`config.mk`:
```
export PLATFORM = sky130hd
export DESIGN_NAME = alu_seq_flat
export DESIGN_NICKNAME = d
export VERILOG_FILES = /design/src/rtl/alu_pkg.sv /design/src/rtl/alu_seq_if.sv /design/src/rtl/alu_mul_iter.sv /design/src/rtl/alu_seq.sv /design/src/flat_wrapper.sv
export SDC_FILE = /design/constraint.sdc
export NUM_CORES = 1
export LEC_CHECK = 0
export ABC_AREA = 1
export CORE_AREA = 4 4 125 127
export DETAILED_ROUTE_END_ITERATION = 8
export DIE_AREA = 0 0 129 131
export GPL_TIMING_DRIVEN = 0
export PLACE_DENSITY = 0.6
export SYNTH_ARGS = -nofsm -noshare
export SYNTH_HDL_FRONTEND = slang
export SYNTH_HIERARCHICAL = 1
export SYNTH_SLANG_ARGS = --single-unit
```
`constraint.sdc`:
```
create_clock -name clk -period 3.1 [get_ports clk]
set_input_delay 0.62 -clock clk [delete_from_list [all_inputs] [get_ports clk]]
set_output_delay 0.62 -clock clk [all_outputs]
set_load 0.05 [all_outputs]
```
`src/rtl/alu_pkg.sv`:
```
// alu_pkg: shared types for the handshaked ALU (alu_seq) and its helpers.
//   op_e    : 3-bit opcode (ADD, SUB, AND, OR, XOR, SHL, SHR, MUL)
//   state_e : control FSM states (IDLE, MUL_RUN, DONE)
//   flags_t : registered flag bundle {carry, zero, overflow, negative}
package alu_pkg;

  typedef enum logic [2:0] {
    OP_ADD = 3'b000,
    OP_SUB = 3'b001,
    OP_AND = 3'b010,
    OP_OR  = 3'b011,
    OP_XOR = 3'b100,
    OP_SHL = 3'b101,
    OP_SHR = 3'b110,
    OP_MUL = 3'b111
  } op_e;

  typedef enum logic [1:0] {
    ST_IDLE    = 2'b00,
    ST_MUL_RUN = 2'b01,
    ST_DONE    = 2'b10
  } state_e;

  typedef struct packed {
    logic carry;
    logic zero;
    logic overflow;
    logic negative;
  } flags_t;

endpackage

```
`src/rtl/alu_seq_if.sv`:
```
// alu_seq_if: operation/result handshake bundle for alu_seq.
//   Issue side   : in_valid, in_ready, A, B, Sel
//   Result side  : out_valid, out_ready, Result, Carry, Zero, Overflow, Negative
//   master modport = issuer + consumer, slave modport = the ALU.
interface alu_seq_if #(
  parameter int WIDTH = 8
);

  logic             in_valid;
  logic             in_ready;
  logic [WIDTH-1:0] A;
  logic [WIDTH-1:0] B;
  logic [2:0]       Sel;
  logic             out_valid;
  logic             out_ready;
  logic [WIDTH-1:0] Result;
  logic             Carry;
  logic             Zero;
  logic             Overflow;
  logic             Negative;

  modport master (
    output in_valid, A, B, Sel, out_ready,
    input  in_ready, out_valid, Result, Carry, Zero, Overflow, Negative
  );

  modport slave (
    input  in_valid, A, B, Sel, out_ready,
    output in_ready, out_valid, Result, Carry, Zero, Overflow, Negative
  );

endinterface

```
`src/rtl/alu_mul_iter.sv`:
```
// alu_mul_iter: iterative shift-add unsigned multiplier, one partial product
// per clock, WIDTH steps per multiply.
//   clk, rst    : clock, synchronous active-high reset
//   start_i     : load operands a_i/b_i and begin a new multiply
//   a_i, b_i    : WIDTH-bit unsigned operands
//   done_o      : high during the cycle of the final step
//   product_o   : 2*WIDTH-bit product; valid while done_o is high
// The final step is not written back into the accumulator: product_o is the
// accumulator plus the current step's addend, so the consumer can register
// the full product on the same edge that would have completed the last step.
module alu_mul_iter #(
  parameter int WIDTH = 8
) (
  input  logic               clk,
  input  logic               rst,
  input  logic               start_i,
  input  logic [WIDTH-1:0]   a_i,
  input  logic [WIDTH-1:0]   b_i,
  output logic               done_o,
  output logic [2*WIDTH-1:0] product_o
);

  localparam int CW = $clog2(WIDTH) + 1;

  logic [2*WIDTH-1:0] acc_q, acc_d;
  logic [2*WIDTH-1:0] mcand_q, mcand_d;
  logic [WIDTH-1:0]   mplier_q, mplier_d;
  logic [CW-1:0]      cnt_q, cnt_d;
  logic [2*WIDTH-1:0] addend_s;
  logic [2*WIDTH-1:0] step_s;

  // Partial product for the current multiplier bit and the resulting sum.
  always_comb begin
    if (mplier_q[0]) begin
      addend_s = mcand_q;
    end else begin
      addend_s = {(2*WIDTH){1'b0}};
    end
    step_s = acc_q + addend_s;
  end

  assign product_o = step_s;
  assign done_o    = (cnt_q == CW'(1'b1));

  // Next-state: load on start, otherwise shift-add while steps remain.
  always_comb begin
    acc_d    = acc_q;
    mcand_d  = mcand_q;
    mplier_d = mplier_q;
    cnt_d    = cnt_q;
    if (start_i) begin
      acc_d    = {(2*WIDTH){1'b0}};
      mcand_d  = {{WIDTH{1'b0}}, a_i};
      mplier_d = b_i;
      cnt_d    = CW'(WIDTH);
    end else if (cnt_q != {CW{1'b0}}) begin
      acc_d    = step_s;
      mcand_d  = mcand_q << 1;
      mplier_d = mplier_q >> 1;
      cnt_d    = cnt_q - CW'(1'b1);
    end else begin
      cnt_d    = {CW{1'b0}};
    end
  end

  // Multiplier state registers with synchronous reset.
  always_ff @(posedge clk) begin
    if (rst) begin
      acc_q    <= {(2*WIDTH){1'b0}};
      mcand_q  <= {(2*WIDTH){1'b0}};
      mplier_q <= {WIDTH{1'b0}};
      cnt_q    <= {CW{1'b0}};
    end else begin
      acc_q    <= acc_d;
      mcand_q  <= mcand_d;
      mplier_q <= mplier_d;
      cnt_q    <= cnt_d;
    end
  end

endmodule

```
`src/rtl/alu_seq.sv`:
```
// alu_seq: handshaked ALU with registered result and flags.
//   clk, rst : clock, synchronous active-high reset
//   bus      : alu_seq_if.slave
//     in_valid/in_ready  : accept one op (A, B, Sel) per handshake
//     out_valid/out_ready: hand the registered Result and flags
//                          {Carry, Zero, Overflow, Negative} to the consumer
// Ops: ADD, SUB, AND, OR, XOR, SHL, SHR (shift amount = low bits of B) and
// unsigned MUL (low WIDTH bits). Single-cycle ops register their result on
// the accepting edge; MUL runs an iterative multiplier for WIDTH cycles.
// in_ready depends combinationally on out_ready so a result can be consumed
// and a new op accepted on the same edge.
module alu_seq
  import alu_pkg::*;
#(
  parameter int WIDTH  = 8,
  parameter int MUL_EN = 1
) (
  input logic      clk,
  input logic      rst,
  alu_seq_if.slave bus
);

  localparam int SHW = $clog2(WIDTH);

  state_e             state_q;
  logic               out_valid_q;
  logic [WIDTH-1:0]   result_q;
  flags_t             flags_q;

  logic               in_ready_s;
  logic               accept_s;
  logic               mul_op_s;
  logic               start_mul_s;
  logic               mul_done_s;
  logic [2*WIDTH-1:0] mul_prod_s;

  op_e                op_s;
  logic [SHW-1:0]     shamt_s;
  logic [WIDTH:0]     sum_s;
  logic [WIDTH:0]     diff_s;
  logic [WIDTH:0]     shl_s;
  logic [WIDTH:0]     shr_s;
  logic [WIDTH-1:0]   res_s;
  logic               carry_s;
  logic               ovf_s;
  flags_t             flags_s;

  // Zero and Negative are derived from the result for every op.
  function automatic flags_t mk_flags(input logic [WIDTH-1:0] r,
                                      input logic c,
                                      input logic v);
    flags_t f;
    f.carry    = c;
    f.zero     = (r == {WIDTH{1'b0}});
    f.overflow = v;
    f.negative = r[WIDTH-1];
    return f;
  endfunction

  assign in_ready_s  = !rst && ((state_q == ST_IDLE) ||
                                ((state_q == ST_DONE) && bus.out_ready));
  assign accept_s    = bus.in_valid && in_ready_s;
  assign op_s        = op_e'(bus.Sel);
  assign mul_op_s    = (op_s == OP_MUL) && (MUL_EN != 32'sd0);
  assign start_mul_s = accept_s && mul_op_s;

  // Single-cycle datapath: result, carry and overflow for the op on the bus.
  always_comb begin
    shamt_s = bus.B[SHW-1:0];
    sum_s   = {1'b0, bus.A} + {1'b0, bus.B};
    // Top bit of the extended difference is the borrow (A < B unsigned).
    diff_s  = {1'b0, bus.A} - {1'b0, bus.B};
    // Extra bit above/below the operand catches the last bit shifted out;
    // it stays 0 for a zero shift amount.
    shl_s   = {1'b0, bus.A} << shamt_s;
    shr_s   = {bus.A, 1'b0} >> shamt_s;
    res_s   = {WIDTH{1'b0}};
    carry_s = 1'b0;
    ovf_s   = 1'b0;
    case (op_s)
      OP_ADD: begin
        res_s   = sum_s[WIDTH-1:0];
        carry_s = sum_s[WIDTH];
        ovf_s   = (bus.A[WIDTH-1] == bus.B[WIDTH-1]) &&
                  (sum_s[WIDTH-1] != bus.A[WIDTH-1]);
      end
      OP_SUB: begin
        res_s   = diff_s[WIDTH-1:0];
        carry_s = diff_s[WIDTH];
        ovf_s   = (bus.A[WIDTH-1] != bus.B[WIDTH-1]) &&
                  (diff_s[WIDTH-1] != bus.A[WIDTH-1]);
      end
      OP_AND: res_s = bus.A & bus.B;
      OP_OR:  res_s = bus.A | bus.B;
      OP_XOR: res_s = bus.A ^ bus.B;
      OP_SHL: begin
        res_s   = shl_s[WIDTH-1:0];
        carry_s = shl_s[WIDTH];
      end
      OP_SHR: begin
        res_s   = shr_s[WIDTH:1];
        carry_s = shr_s[0];
      end
      // Without a multiplier MUL completes at once with a zero result;
      // with one, this value is never registered.
      OP_MUL: res_s = {WIDTH{1'b0}};
      default: begin
        res_s   = {WIDTH{1'b0}};
        carry_s = 1'b0;
        ovf_s   = 1'b0;
      end
    endcase
    flags_s = mk_flags(res_s, carry_s, ovf_s);
  end

  generate
    if (MUL_EN != 32'sd0) begin : g_mul
      alu_mul_iter #(
        .WIDTH(WIDTH)
      ) u_mul (
        .clk       (clk),
        .rst       (rst),
        .start_i   (start_mul_s),
        .a_i       (bus.A),
        .b_i       (bus.B),
        .done_o    (mul_done_s),
        .product_o (mul_prod_s)
      );
    end else begin : g_no_mul
      assign mul_done_s = 1'b0;
      assign mul_prod_s = {(2*WIDTH){1'b0}};
    end
  endgenerate

  // Control FSM with registered result, flags and out_valid.
  always_ff @(posedge clk) begin
    if (rst) begin
      state_q     <= ST_IDLE;
      out_valid_q <= 1'b0;
      result_q    <= {WIDTH{1'b0}};
      flags_q     <= '{carry: 1'b0, zero: 1'b0, overflow: 1'b0, negative: 1'b0};
    end else begin
      case (state_q)
        // IDLE and a consumed DONE behave the same when a new op arrives;
        // accept_s in DONE already implies out_ready.
        ST_IDLE, ST_DONE: begin
          if (accept_s) begin
            if (mul_op_s) begin
              state_q     <= ST_MUL_RUN;
              out_valid_q <= 1'b0;
            end else begin
              state_q     <= ST_DONE;
              out_valid_q <= 1'b1;
              result_q    <= res_s;
              flags_q     <= flags_s;
            end
          end else if ((state_q == ST_DONE) && bus.out_ready) begin
            state_q     <= ST_IDLE;
            out_valid_q <= 1'b0;
          end else begin
            state_q     <= state_q;
            out_valid_q <= out_valid_q;
          end
        end
        ST_MUL_RUN: begin
          if (mul_done_s) begin
            state_q     <= ST_DONE;
            out_valid_q <= 1'b1;
            result_q    <= mul_prod_s[WIDTH-1:0];
            // Carry reports a product that does not fit in WIDTH bits.
            flags_q     <= mk_flags(mul_prod_s[WIDTH-1:0],
                                    |mul_prod_s[2*WIDTH-1:WIDTH], 1'b0);
          end else begin
            state_q     <= ST_MUL_RUN;
            out_valid_q <= 1'b0;
          end
        end
        default: begin
          state_q     <= ST_IDLE;
          out_valid_q <= 1'b0;
        end
      endcase
    end
  end

  assign bus.in_ready  = in_ready_s;
  assign bus.out_valid = out_valid_q;
  assign bus.Result    = result_q;
  assign bus.Carry     = flags_q.carry;
  assign bus.Zero      = flags_q.zero;
  assign bus.Overflow  = flags_q.overflow;
  assign bus.Negative  = flags_q.negative;

endmodule

```
`src/flat_wrapper.sv`:
```
// flat-port wrapper written by rule: the top's interface ports become plain ports
module alu_seq_flat import alu_pkg::*;
#(
  parameter int WIDTH  = 8,
  parameter int MUL_EN = 1
)
  (clk, rst, bus_in_valid, bus_A, bus_B, bus_Sel, bus_out_ready, bus_in_ready, bus_out_valid, bus_Result, bus_Carry, bus_Zero, bus_Overflow, bus_Negative);
  alu_seq_if #(.WIDTH(WIDTH)) bus_i ();
  input logic clk;
  input logic rst;
  input wire logic [$bits(bus_i.in_valid)-1:0] bus_in_valid;
  input wire logic [$bits(bus_i.A)-1:0] bus_A;
  input wire logic [$bits(bus_i.B)-1:0] bus_B;
  input wire logic [$bits(bus_i.Sel)-1:0] bus_Sel;
  input wire logic [$bits(bus_i.out_ready)-1:0] bus_out_ready;
  output wire logic [$bits(bus_i.in_ready)-1:0] bus_in_ready;
  output wire logic [$bits(bus_i.out_valid)-1:0] bus_out_valid;
  output wire logic [$bits(bus_i.Result)-1:0] bus_Result;
  output wire logic [$bits(bus_i.Carry)-1:0] bus_Carry;
  output wire logic [$bits(bus_i.Zero)-1:0] bus_Zero;
  output wire logic [$bits(bus_i.Overflow)-1:0] bus_Overflow;
  output wire logic [$bits(bus_i.Negative)-1:0] bus_Negative;
  assign bus_i.in_valid = bus_in_valid;
  assign bus_i.A = bus_A;
  assign bus_i.B = bus_B;
  assign bus_i.Sel = bus_Sel;
  assign bus_i.out_ready = bus_out_ready;
  assign bus_in_ready = bus_i.in_ready;
  assign bus_out_valid = bus_i.out_valid;
  assign bus_Result = bus_i.Result;
  assign bus_Carry = bus_i.Carry;
  assign bus_Zero = bus_i.Zero;
  assign bus_Overflow = bus_i.Overflow;
  assign bus_Negative = bus_i.Negative;
  alu_seq #(.WIDTH(WIDTH), .MUL_EN(MUL_EN)) u_core (.clk(clk), .rst(rst), .bus(bus_i));
endmodule
```
### Word-level counts from Yosys, hierarchy flattened

Index checks and enable logic that the tools add are counted.

* flip-flop bits (word level): 59
* input port bits: 23
* output and inout bits: 14
* logic and storage cells: 89

* add/sub/neg operators: 4
* eq/ne operators: 18
* shift operators: 2
* multiplexer cells: 28
* bitwise operators: 4
* reductions and logical operators: 20

Operators with widths (number)
* $pmux 8 s8: 1
* $mux 8: 7
* $mux 4: 5
* $add 16x16->16: 1
* $logic_not 8->1: 2
* $mux 16: 1
* $pmux 8 s2: 1
* $eq 3x3->1 const B: 4
* $add 8x8->9: 1
* $shl 8x3->9: 1
* $shr 9x3->9: 1
* $sub 8x8->9: 1
* $and 8x8->8: 1
* $mux 2: 4
* $or 8x8->8: 1
* $pmux 4 s2: 1
* $reduce_or 8->1: 1
* $xor 8x8->8: 1
* $eq 3x2->1 const B: 2
* $logic_and 1x1->1: 6
* $eq 4x1->1 const B: 1
* $mux 1: 4
* $ne 2x2->1 const B: 2
* $pmux 1 s2: 2
* 20 further kinds: 24

### Logic depth before layout (Yosys ltp)

Gate-level depths: netlist of the first run.

* depth in word-level cells: 7
* depth in mapped cells: 20
* mapped depth without buffers: 18

### By module

The synthesis of the first run kept the hierarchy.

Modules (own cells, without submodules)
* alu_mul_iter: instances 1, cells an instance 444, area each 3026.7 µm², sequential area each 880.8 µm²
* alu_seq: instances 1, cells an instance 453, area each 2585.0 µm², sequential area each 260.2 µm²

### Least setup slack after synthesis of the first run

No wires, ideal clock.

* path type: input port to flip-flop
* start: input rst
* end: register u_core.g_mul.u_mul.mplier_q[0]
* setup time: 0.124 ns
* arrival time: 2.677 ns
* data required time: 2.976 ns
* slack: 0.298 ns
* cell stages on the path: 10
* buffers on the path: 2
* path through: inv_1 -> nand2_1 -> nor2_1 -> nand2_1 -> nor3_1 -> buf_4 -> inv_1 -> buf_4 -> nand3_2 -> a31oi_2

* word-level cells in the longest chain between the ends: 5
* elaborated cells on any way between the ends: 6
* those cells by class: mux (1); reduce/logical (5)

Ends and longest elaborated chain
* from (decl): line flat_wrapper.sv:10 `input logic rst;`
* $logic_not 1->1 (*): line alu_seq.sv:60 `assign in_ready_s = !rst && ((state_q == ST_IDLE) ||`
* $logic_and 1x1->1 (*): line alu_seq.sv:60
* net bus_in_ready: line flat_wrapper.sv:16 `output wire logic [$bits(bus_i.in_ready)-1:0] bus_in_ready;`
* $logic_and 1x1->1 (*): line alu_seq.sv:62 `assign accept_s = bus.in_valid && in_ready_s;`
* $logic_and 1x1->1 (*): line alu_seq.sv:65 `assign start_mul_s = accept_s && mul_op_s;`
* net u_core.start_mul_s: line alu_seq.sv:33 `logic start_mul_s;`
* $mux 8 or $reduce_bool 2->1 (tied branches)
* to (signal assigned): line alu_mul_iter.sv:71 `mplier_q <= {WIDTH{1'b0}};`
* to (signal assigned): line alu_mul_iter.sv:76 `mplier_q <= mplier_d;`
* to (decl): line alu_mul_iter.sv:27 `logic [WIDTH-1:0] mplier_q, mplier_d;`

Mark *: on every way through the listed nets, which the timed path passes. The rest lies on a longest branch.
A chain may end at the register's enable or synchronous reset.

### Final worst setup path of the first run

* start: input bus_B[2]
* end: register u_core.flags_q (netlist bit u_core/bus.Zero)

* word-level cells in the longest chain between the ends: 6
* elaborated cells on any way between the ends: 12
* those cells by class: add/sub (2); shift (2); mux (4); bitwise (3); reduce/logical (1)

Ends and longest elaborated chain
* from (decl): line flat_wrapper.sv:13 `input wire logic [$bits(bus_i.B)-1:0] bus_B;`
* $sub 8x8->9 (tied with other cells): line alu_seq.sv:72 `diff_s = {1'b0, bus.A} - {1'b0, bus.B};`
* $pmux 8 s8 (*): line alu_seq.sv:80 `case (op_s)`
* $logic_not 8->1 (*): line alu_seq.sv:54 `f.zero = (r == {WIDTH{1'b0}});`
* $mux 4 (*): line alu_seq.sv:148 `if (mul_op_s) begin`
* $mux 4 (*): line alu_seq.sv:147 `if (accept_s) begin`
* $pmux 4 s2 (*): line alu_seq.sv:143 `case (state_q)`
* to (signal assigned): line alu_seq.sv:141 `flags_q <= '{carry: 1'b0, zero: 1'b0, overflow: 1'b0, negative: 1'b0};`
* to (signal assigned): line alu_seq.sv:155 `flags_q <= flags_s;`
* to (signal assigned): line alu_seq.sv:171 `flags_q <= mk_flags(mul_prod_s[WIDTH-1:0],`
* to (decl): line alu_seq.sv:28 `flags_t flags_q;`

Mark *: on every way between the ends. The rest lies on a longest branch, timed or not. The select of a mux whose other input is x is not followed.

==> summary.txt, run 1 <==
Layout
  • P&R area growth vs syn: 15.99%
  • Fill count: between 1500 and 2000
  • NumNets Final: between 1000 and 1500
  • Diode count: 0
  • Proportion of layout cells with a drive suffix above 1: 11.30%
  • Final Util: 45.12%

Setup path
  • Worst Path Required: 3.37 ns
  • Delay-heaviest family, CP: buffers and inverters
  • Critical path's largest stage delay: just under 0.8 ns
  • Critical-path cell list: clkdlybuf4s50_1 > inv_2 > ha_1 > buf_2 > nand2_1 > nand2_1 > nand2_1 > nand3_1 > nand3_1 > nor2_1 > nand2_1 > nor2_1 > nand3_1 > a21oi_2
  • Reg-to-reg startpoint: u_core/g_mul.u_mul/mplier_q[0]
  • Worst path slowest cell: clkdlybuf4s50_1
  • CP Launch Type: primary input
  • Worst reg-to-reg setup slack: around 0.28 ns
  • Critical path class: in -> reg
  • Top cell by count, worst path: nand2_1
  • Crit. End Element: flip-flop
  • CP arrival: ~3.2 ns
  • Worst reg2reg path depth: 18
  • Bufs and invs on worst path: 3
  • Crit Path Max Fanout: 10
  • Reg-to-reg endpoint: u_core/bus.Carry
  • Critical path depth: 14

Detailed routing
  • Routed wire length per instance: approximately 14 um
  • First-pass iteration count of the detailed router: 5
  • Vias: between 5000 and 6000
  • Routed Wire Length: between 15 and 20 mm
  • Residual DRC count: 0
  • DRT iter0 DRCs: approximately 430
  • Vias/cell: slightly above 5
  • Antenna Nets Post-Route: 0

STA
  • Fin. Hold Viols: 0
  • PnR worst setup slack: approximately 0.17 ns
  • Achievable Freq: 0.3408 GHz
  • Final Skew: roughly 0.008 ns
  • Post-route minimum period: just under 3 ns
  • Worst relative slew slack: approximately 57%
  • Period utilization: a little over nine tenths
  • Max-slew violations: 0
  • Slew @ Worst Pin: about 0.64 ns
  • Fin Setup TNS: 0 ns
  • Setup violators final: 0

Yosys
  • Sequential area share after synthesis: about a fifth
  • Cell Area, Synth: between 5000 and 6000 um2
  • Syn Inst Count: roughly 900
  • Top cells by area, synth: dfxtp_1 (20%), nand2_1 (17%), ha_1 (9.4%)
  • Most common cell in the synthesized netlist: nand2_1
  • Number of enable flip-flop cells after synthesis: 0
  • Synth cell count leaders: nand2_1 (259), inv_1 (140), nand3_1 (99)
  • Cell taking the most area after synthesis: dfxtp_1
  • Yosys top cell area share: 20.33%
  • Post-synth net total: 965
  • Synth async-reset ratio: 0%
  • Syn avg cell area: between 6 and 7 um2
  • Yosys warns: 6
  • Seq cells post-synth: 57
  • Top FF cell, synth: dfxtp_1
  • Synth unique cells: 50

Clock tree
  • Longest Clk Path Bufs: 2
  • CTS root buf: clkbuf_16
  • Clock transition at path regs: around 0.060 ns
  • CTS buffer count: 9
  • H-tree depth: 3
  • TritonCTS clock tree: done
  • Clk_lat worst skew: approximately 0.33 ns
  • Postcts setup bufs: 0
  • Clk sinks: 57

Floorplanning
  • Row cnt: between 40 and 50
  • Die Wd: 129 um
  • Starting Density: approximately two fifths
  • Die H: around 130 um
  • Core area: about 14000 um2
  • Die area: 16900 um2
  • IO Count: 37

Worst hold path
  • Hold Path Origin: u_core/g_mul.u_mul/cnt_q[0]
  • Min-Delay Path Class: reg -> reg
  • Hold Path Depth: 1
  • Worst Hold End: u_core/g_mul.u_mul/cnt_q[0]

GRT
  • Tot GR Track Use: between 10% and 20%
  • Initial antenna violation count: 0
  • First-pass GRT wire length: between 20 and 30 mm
  • GRT overflow: 0
  • Largest net degree at the start of global routing: 18
  • Number of global-route vias before repair: 5392

Placement
  • DP HPWL: 12.94 mm
  • Pre-CTS setup slack: -0.3558 ns
  • Port bufs: 35
  • Gpl congestion: between 0.9 and 1

Power
  • Pwr/cell area: 593.7 nW/um2
  • Max VDD drop: 321.1 uV
  • P_leak: around 3.4 nW

Status
  • Status: complete, no violations

Flow run
  • Max-capacitance violation count: 0
[state kept, by name (all words and copies together), names as in the netlist]
signal,cells
u_core/bus.Carry,1
u_core/bus.Overflow,1
u_core/bus.Result,8
u_core/bus.Zero,1
u_core/g_mul.u_mul/acc_q,16
u_core/g_mul.u_mul/cnt_q,4
u_core/g_mul.u_mul/mcand_q,16
u_core/g_mul.u_mul/mplier_q,8
u_core/state_q,2
[cells by family (layout without fill, tap and decap cells)]
family / after synthesis / in the layout / synth area share, %
adder cells (fa/ha/maj): 45 / 45 / 10.43
flip-flops: 57 / 57 / 20.33
AND/OR/NAND/NOR: 486 / 486 / 39.98
buffers and inverters: 184 / 234 / 14.60
AO/OA/AOI/OAI: 115 / 115 / 12.95
XOR/XNOR: 10 / 10 / 1.695
[per-layer routing]
metal | global-route usage (%) | vias up | wire, um
met5 | 0 | - | 0
li1 | - | 2953 | -
met3 | 3.537 | 26 | 731
met4 | 7.165 | 0 | 359
met2 | 33.02 | 151 | 7542
met1 | 26.04 | 2568 | 7631
[through the flow]
step                      hold WS (ns)  instance area, um2  instances  power, mW
after global placement          0.4407                6192       1116      2.874
after CTS                       0.4514                6489       1131      3.862
final                           0.4590                6509       1131      3.864
after detailed placement        0.4409                6192       1116      2.878
after floorplan                 0.4173                5612        897      2.395
after global routing            0.4954                6509       1131      4.162
[how the worst max path moves through the flow]
stage	startpoint	end	slack, ns
final	bus_B[2]	u_core/bus.Zero	0.17
after global routing	u_core/g_mul.u_mul/mplier_q[0]	u_core/bus.Carry	-0.003
after CTS	bus_B[1]	u_core/bus.Zero	0.06
after detailed placement	bus_B[1]	u_core/bus.Zero	-0.36
after global placement	bus_B[1]	u_core/bus.Zero	-0.36
after floorplan	rst	u_core/g_mul.u_mul/mplier_q[0]	0.30
[what timing repair did]
action,4_1_cts,5_1_grt
pin swaps,0,2
hold buffers,0,0
setup endpoints to repair,2,6
resized for setup,2,7
[cell type report]
| type | instances | area (um2) | share of cell area (%) |
|---|---|---|---|
| multi-input cells | 656 | 3671 | 56.40 |
| flip-flops and latches | 57 | 1141 | 17.53 |
| inverters | 150 | 570.5 | 8.766 |
| repair buffers | 35 | 352.8 | 5.421 |
| clock buffers | 12 | 266.5 | 4.095 |
| plain buffers | 33 | 250.2 | 3.845 |
| well taps | 184 | 230.2 | 3.537 |
| clock inverters | 4 | 26.28 | 0.4037 |
[layout by cell type (no fill, tap or decap), types with 4 or more instances in the layout]
| cell | instances |
|---|---|
| buf_2 | 9 |
| inv_1 | 140 |
| o21bai_1 | 6 |
| clkbuf_16 | 9 |
| nand3_2 | 12 |
| o21ai_1 | 11 |
| clkbuf_1 | 4 |
| a31oi_1 | 6 |
| buf_6 | 6 |
| xor2_1 | 9 |
| a21oi_1 | 39 |
| nand4_1 | 16 |
| buf_4 | 10 |
| dfxtp_1 | 57 |
| nand3_1 | 99 |
| clkdlybuf4s50_1 | 34 |
| inv_2 | 9 |
| nor2_1 | 66 |
| o21ai_0 | 33 |
| nand2_1 | 259 |
| a31oi_2 | 11 |
| ha_1 | 42 |
[worst register-to-register path, stage by stage (launching register included)]
cell and delay (ns):
dfxtp_1 0.29, buf_4 0.19, nand2_1 0.08, inv_1 0.05
ha_1 0.20, fa_2 0.36, nand2_1 0.08, nand2_1 0.06
and2_4 0.16, nand2_2 0.06, nand2_2 0.06, xnor2_2 0.14
inv_1 0.08, nor4_2 0.28, nand2_1 0.13, nor3_4 0.25
o21ai_1 0.09, a21oi_1 0.14, nor2_1 0.05
[where the power goes]
part | internal (mW) | leakage, nW | total, mW | switching (mW)
clock network | 0.604 | 0.145 | 0.955 | 0.351
registers | 0.904 | 0.467 | 1.01 | 0.108
logic | 0.712 | 2.81 | 1.90 | 1.19
total | 2.22 | 3.42 | 3.86 | 1.64
Power figures use the tool's default switching activity.
==> inputs of run 2 (changes only) <==
--- a/config.mk
+++ b/config.mk
@@ -6,11 +6,12 @@
 export NUM_CORES = 1
 export LEC_CHECK = 0
 export ABC_AREA = 1
-export CORE_AREA = 4 4 125 127
+export CORE_AREA = 4 4 127 129
 export DETAILED_ROUTE_END_ITERATION = 8
-export DIE_AREA = 0 0 129 131
+export DIE_AREA = 0 0 131 133
 export GPL_TIMING_DRIVEN = 0
-export PLACE_DENSITY = 0.6
+export PLACE_DENSITY = 0.59
+export SLEW_MARGIN = 15
 export SYNTH_ARGS = -nofsm -noshare
 export SYNTH_HDL_FRONTEND = slang
 export SYNTH_HIERARCHICAL = 1
==> summary.txt, run 2 (same netlist as run 1, synthesis figures left out) <==
Status
  • Status: complete, no violations

Detailed routing
  • Routed Wire Length: 16.01 mm (-1.5%)
  • Routed wire length per instance: 14.11 um (-1.9%)
  • Antenna Nets Post-Route: 0 (unchanged)
  • First-pass iteration count of the detailed router: 6 (+1)
  • Vias: 5698 (unchanged)
  • DRT iter0 DRCs: 609 (+41%)
  • Residual DRC count: 0 (unchanged)
  • Vias/cell: 5.020 (-0.35%)

STA
  • Fin Setup TNS: 0 ns (unchanged)
  • Slew @ Worst Pin: 0.5287 ns (-0.1069 ns)
  • Setup violators final: 0 (unchanged)
  • PnR worst setup slack: 0.1933 ns (+0.02790 ns)
  • Achievable Freq: 0.3440 GHz (+0.96%)
  • Period utilization: 93.77% (-0.90 points)
  • RSZ-0062 raised after global routing: false
  • Max-slew violations: 0 (unchanged)
  • Fin. Hold Viols: 0 (unchanged)
  • Min Hold Slack: 0.4539 ns (-0.005052 ns)
  • Final Skew: 0.01071 ns (+0.002551 ns)
  • Worst relative slew slack: 64.49% (+7.2 points)
  • Post-route minimum period: 2.907 ns (-0.02790 ns)

Worst hold path
  • Min-Delay Path Class: reg -> reg
  • Hold Path Depth: 1 (unchanged)
  • Hold Path Origin: u_core/g_mul.u_mul/cnt_q[0]
  • Worst Hold End: u_core/g_mul.u_mul/cnt_q[0]

Layout
  • Cell Count, Final, Fillers Out: 1135 (+0.35%)
  • Proportion of layout cells with a drive suffix above 1: 11.19% (-0.11 points)
  • Commonest non-fill, non-tap cell in the layout: nand2_1
  • Biggest regs: u_core/g_mul.u_mul/acc_q x16, u_core/g_mul.u_mul/mcand_q x16
  • Diode count: 0 (unchanged)
  • Commonest cells after routing, fill and taps aside: nand2_1 (258), inv_1 (140), nand3_1 (99)
  • NumNets Final: 1010 (unchanged)
  • P&R area growth vs syn: 16.86%

Setup path
  • Worst reg-to-reg setup slack: 0.30 ns (+0.02 ns)
  • CP Launch Type: primary input
  • Reg-to-reg startpoint: u_core/g_mul.u_mul/mplier_q[0]
  • Worst reg2reg path depth: 19 (+1)
  • Worst Path Required: 3.37 ns (about the same)
  • Crit Path Max Fanout: 10 (unchanged)
  • Critical path startpoint: bus_B[2]
  • CP arrival: 3.17 ns (-0.04 ns)
  • Reg-to-reg endpoint: u_core/bus.Carry
  • Crit. End Element: flip-flop
  • Critical path class: in -> reg

Placement
  • Pre-CTS setup slack: -0.3773 ns (-0.02148 ns)
  • DP HPWL: 12.90 mm (-0.30%)
  • DP Cell Count: 1120 (+0.36%)
  • Port bufs: 35 (unchanged)
  • Gpl congestion: 0.9394 (+4.1%)

GRT
  • GRT overflow: 0 (unchanged)
  • Number of global-route vias before repair: 5193 (-3.7%)
  • Largest net degree at the start of global routing: 18 (unchanged)
  • Initial antenna violation count: 0 (unchanged)
  • First-pass GRT wire length: 25.65 mm (-4.1%)
  • Tot GR Track Use: 18.48% (-1.4 points)

Clock tree
  • Clock transition at path regs: 0.05 ns (about the same)
  • CTS root buf: clkbuf_16
  • TritonCTS clock tree: done
  • CTS buffer count: 9 (unchanged)
  • Postcts setup bufs: 0 (unchanged)
  • Longest Clk Path Bufs: 2 (unchanged)
  • H-tree depth: 3 (unchanged)
  • Clk sinks: 57 (unchanged)
  • Clk_lat worst skew: 0.33 ns (about the same)

Flow run
  • Max-capacitance violation count: 0 (unchanged)

Floorplanning
  • Row cnt: 45 (+2.3%)
  • Die area: 17420 um2 (+3.1%)
  • IO Count: 37 (unchanged)
  • Starting Density: 37.33% (-1.6 points)
  • Core area: 15030 um2 (+4.2%)
  • Die H: 133 um (+1.5%)
  • Die Wd: 131 um (+1.6%)

Power
  • Pwr/cell area: 614.7 nW/um2 (+3.5%)
  • P_leak: 3.436 nW (+0.54%)
  • Max VDD drop: 329.3 uV (+2.6%)
## run 2: timing repair
item / CTS / global route
endpoints found under the setup margin: 2 / 2
cloned: 0 / 0
hold buffers: 0 / 0
pin swaps: 0 / 3
gates resized for setup: 2 / 10
## run 2: critical path: stages
cell,delay (ns)
clkdlybuf4s50_1,0.77
inv_2,0.18
ha_1,0.31
buf_2,0.21
nand2_1,0.07
nand2_1,0.07
nor2_1,0.03
nor2_1,0.24
nand3b_4,0.10
o21bai_2,0.18
nand2_1,0.08
nor2_1,0.09
nand3_1,0.10
a21oi_2,0.11
## run 2: report_power, final
group / leakage [nW] / switching, mW / internal, mW
Sequential: 0.467 / 0.107 / 0.904
Combinational: 2.81 / 1.18 / 0.705
Clock: 0.164 / 0.351 / 0.785
Total: 3.44 / 1.64 / 2.39
## run 2: cell type report
cell class / count / area (um2)
multi-input cells: 656 / 3667
inverters: 150 / 570.5
clock buffers: 11 / 232.7
repair buffers: 35 / 352.8
clock inverters: 5 / 103.9
fillers: 1580 / 8476
plain buffers: 33 / 254.0
well taps: 188 / 235.2
flip-flops and latches: 57 / 1141
## run 2: worst max-delay path by stage
stage                                          end  slack (ns)  cells after the start
floorplan           u_core/g_mul.u_mul/mplier_q[0]        0.30                     10
global placement                   u_core/bus.Zero       -0.43                     17
detailed placement                 u_core/bus.Zero       -0.38                     17
CTS                               u_core/bus.Carry        0.12                     18
global route                       u_core/bus.Zero       0.005                     15
finish                             u_core/bus.Zero        0.19                     14
## run 2: metrics by stage
stage / instance area, um2 / utilization [%] / total power [mW]
6_report: 6558 / 43.62 / 4.031
5_1_grt: 6558 / 43.62 / 4.320
4_1_cts: 6534 / 43.46 / 4.046
3_5_place_dp: 6197 / 41.22 / 2.886
3_3_place_gp: 6197 / 41.22 / 2.885
2_1_floorplan: 5612 / - / 2.395
## run 2: per-layer routing
metal	share of wire, %	global-route usage, %
met1	46	25.42
met2	45	28.87
met3	5.9	3.109
met4	3.1	6.629
met5	0	0
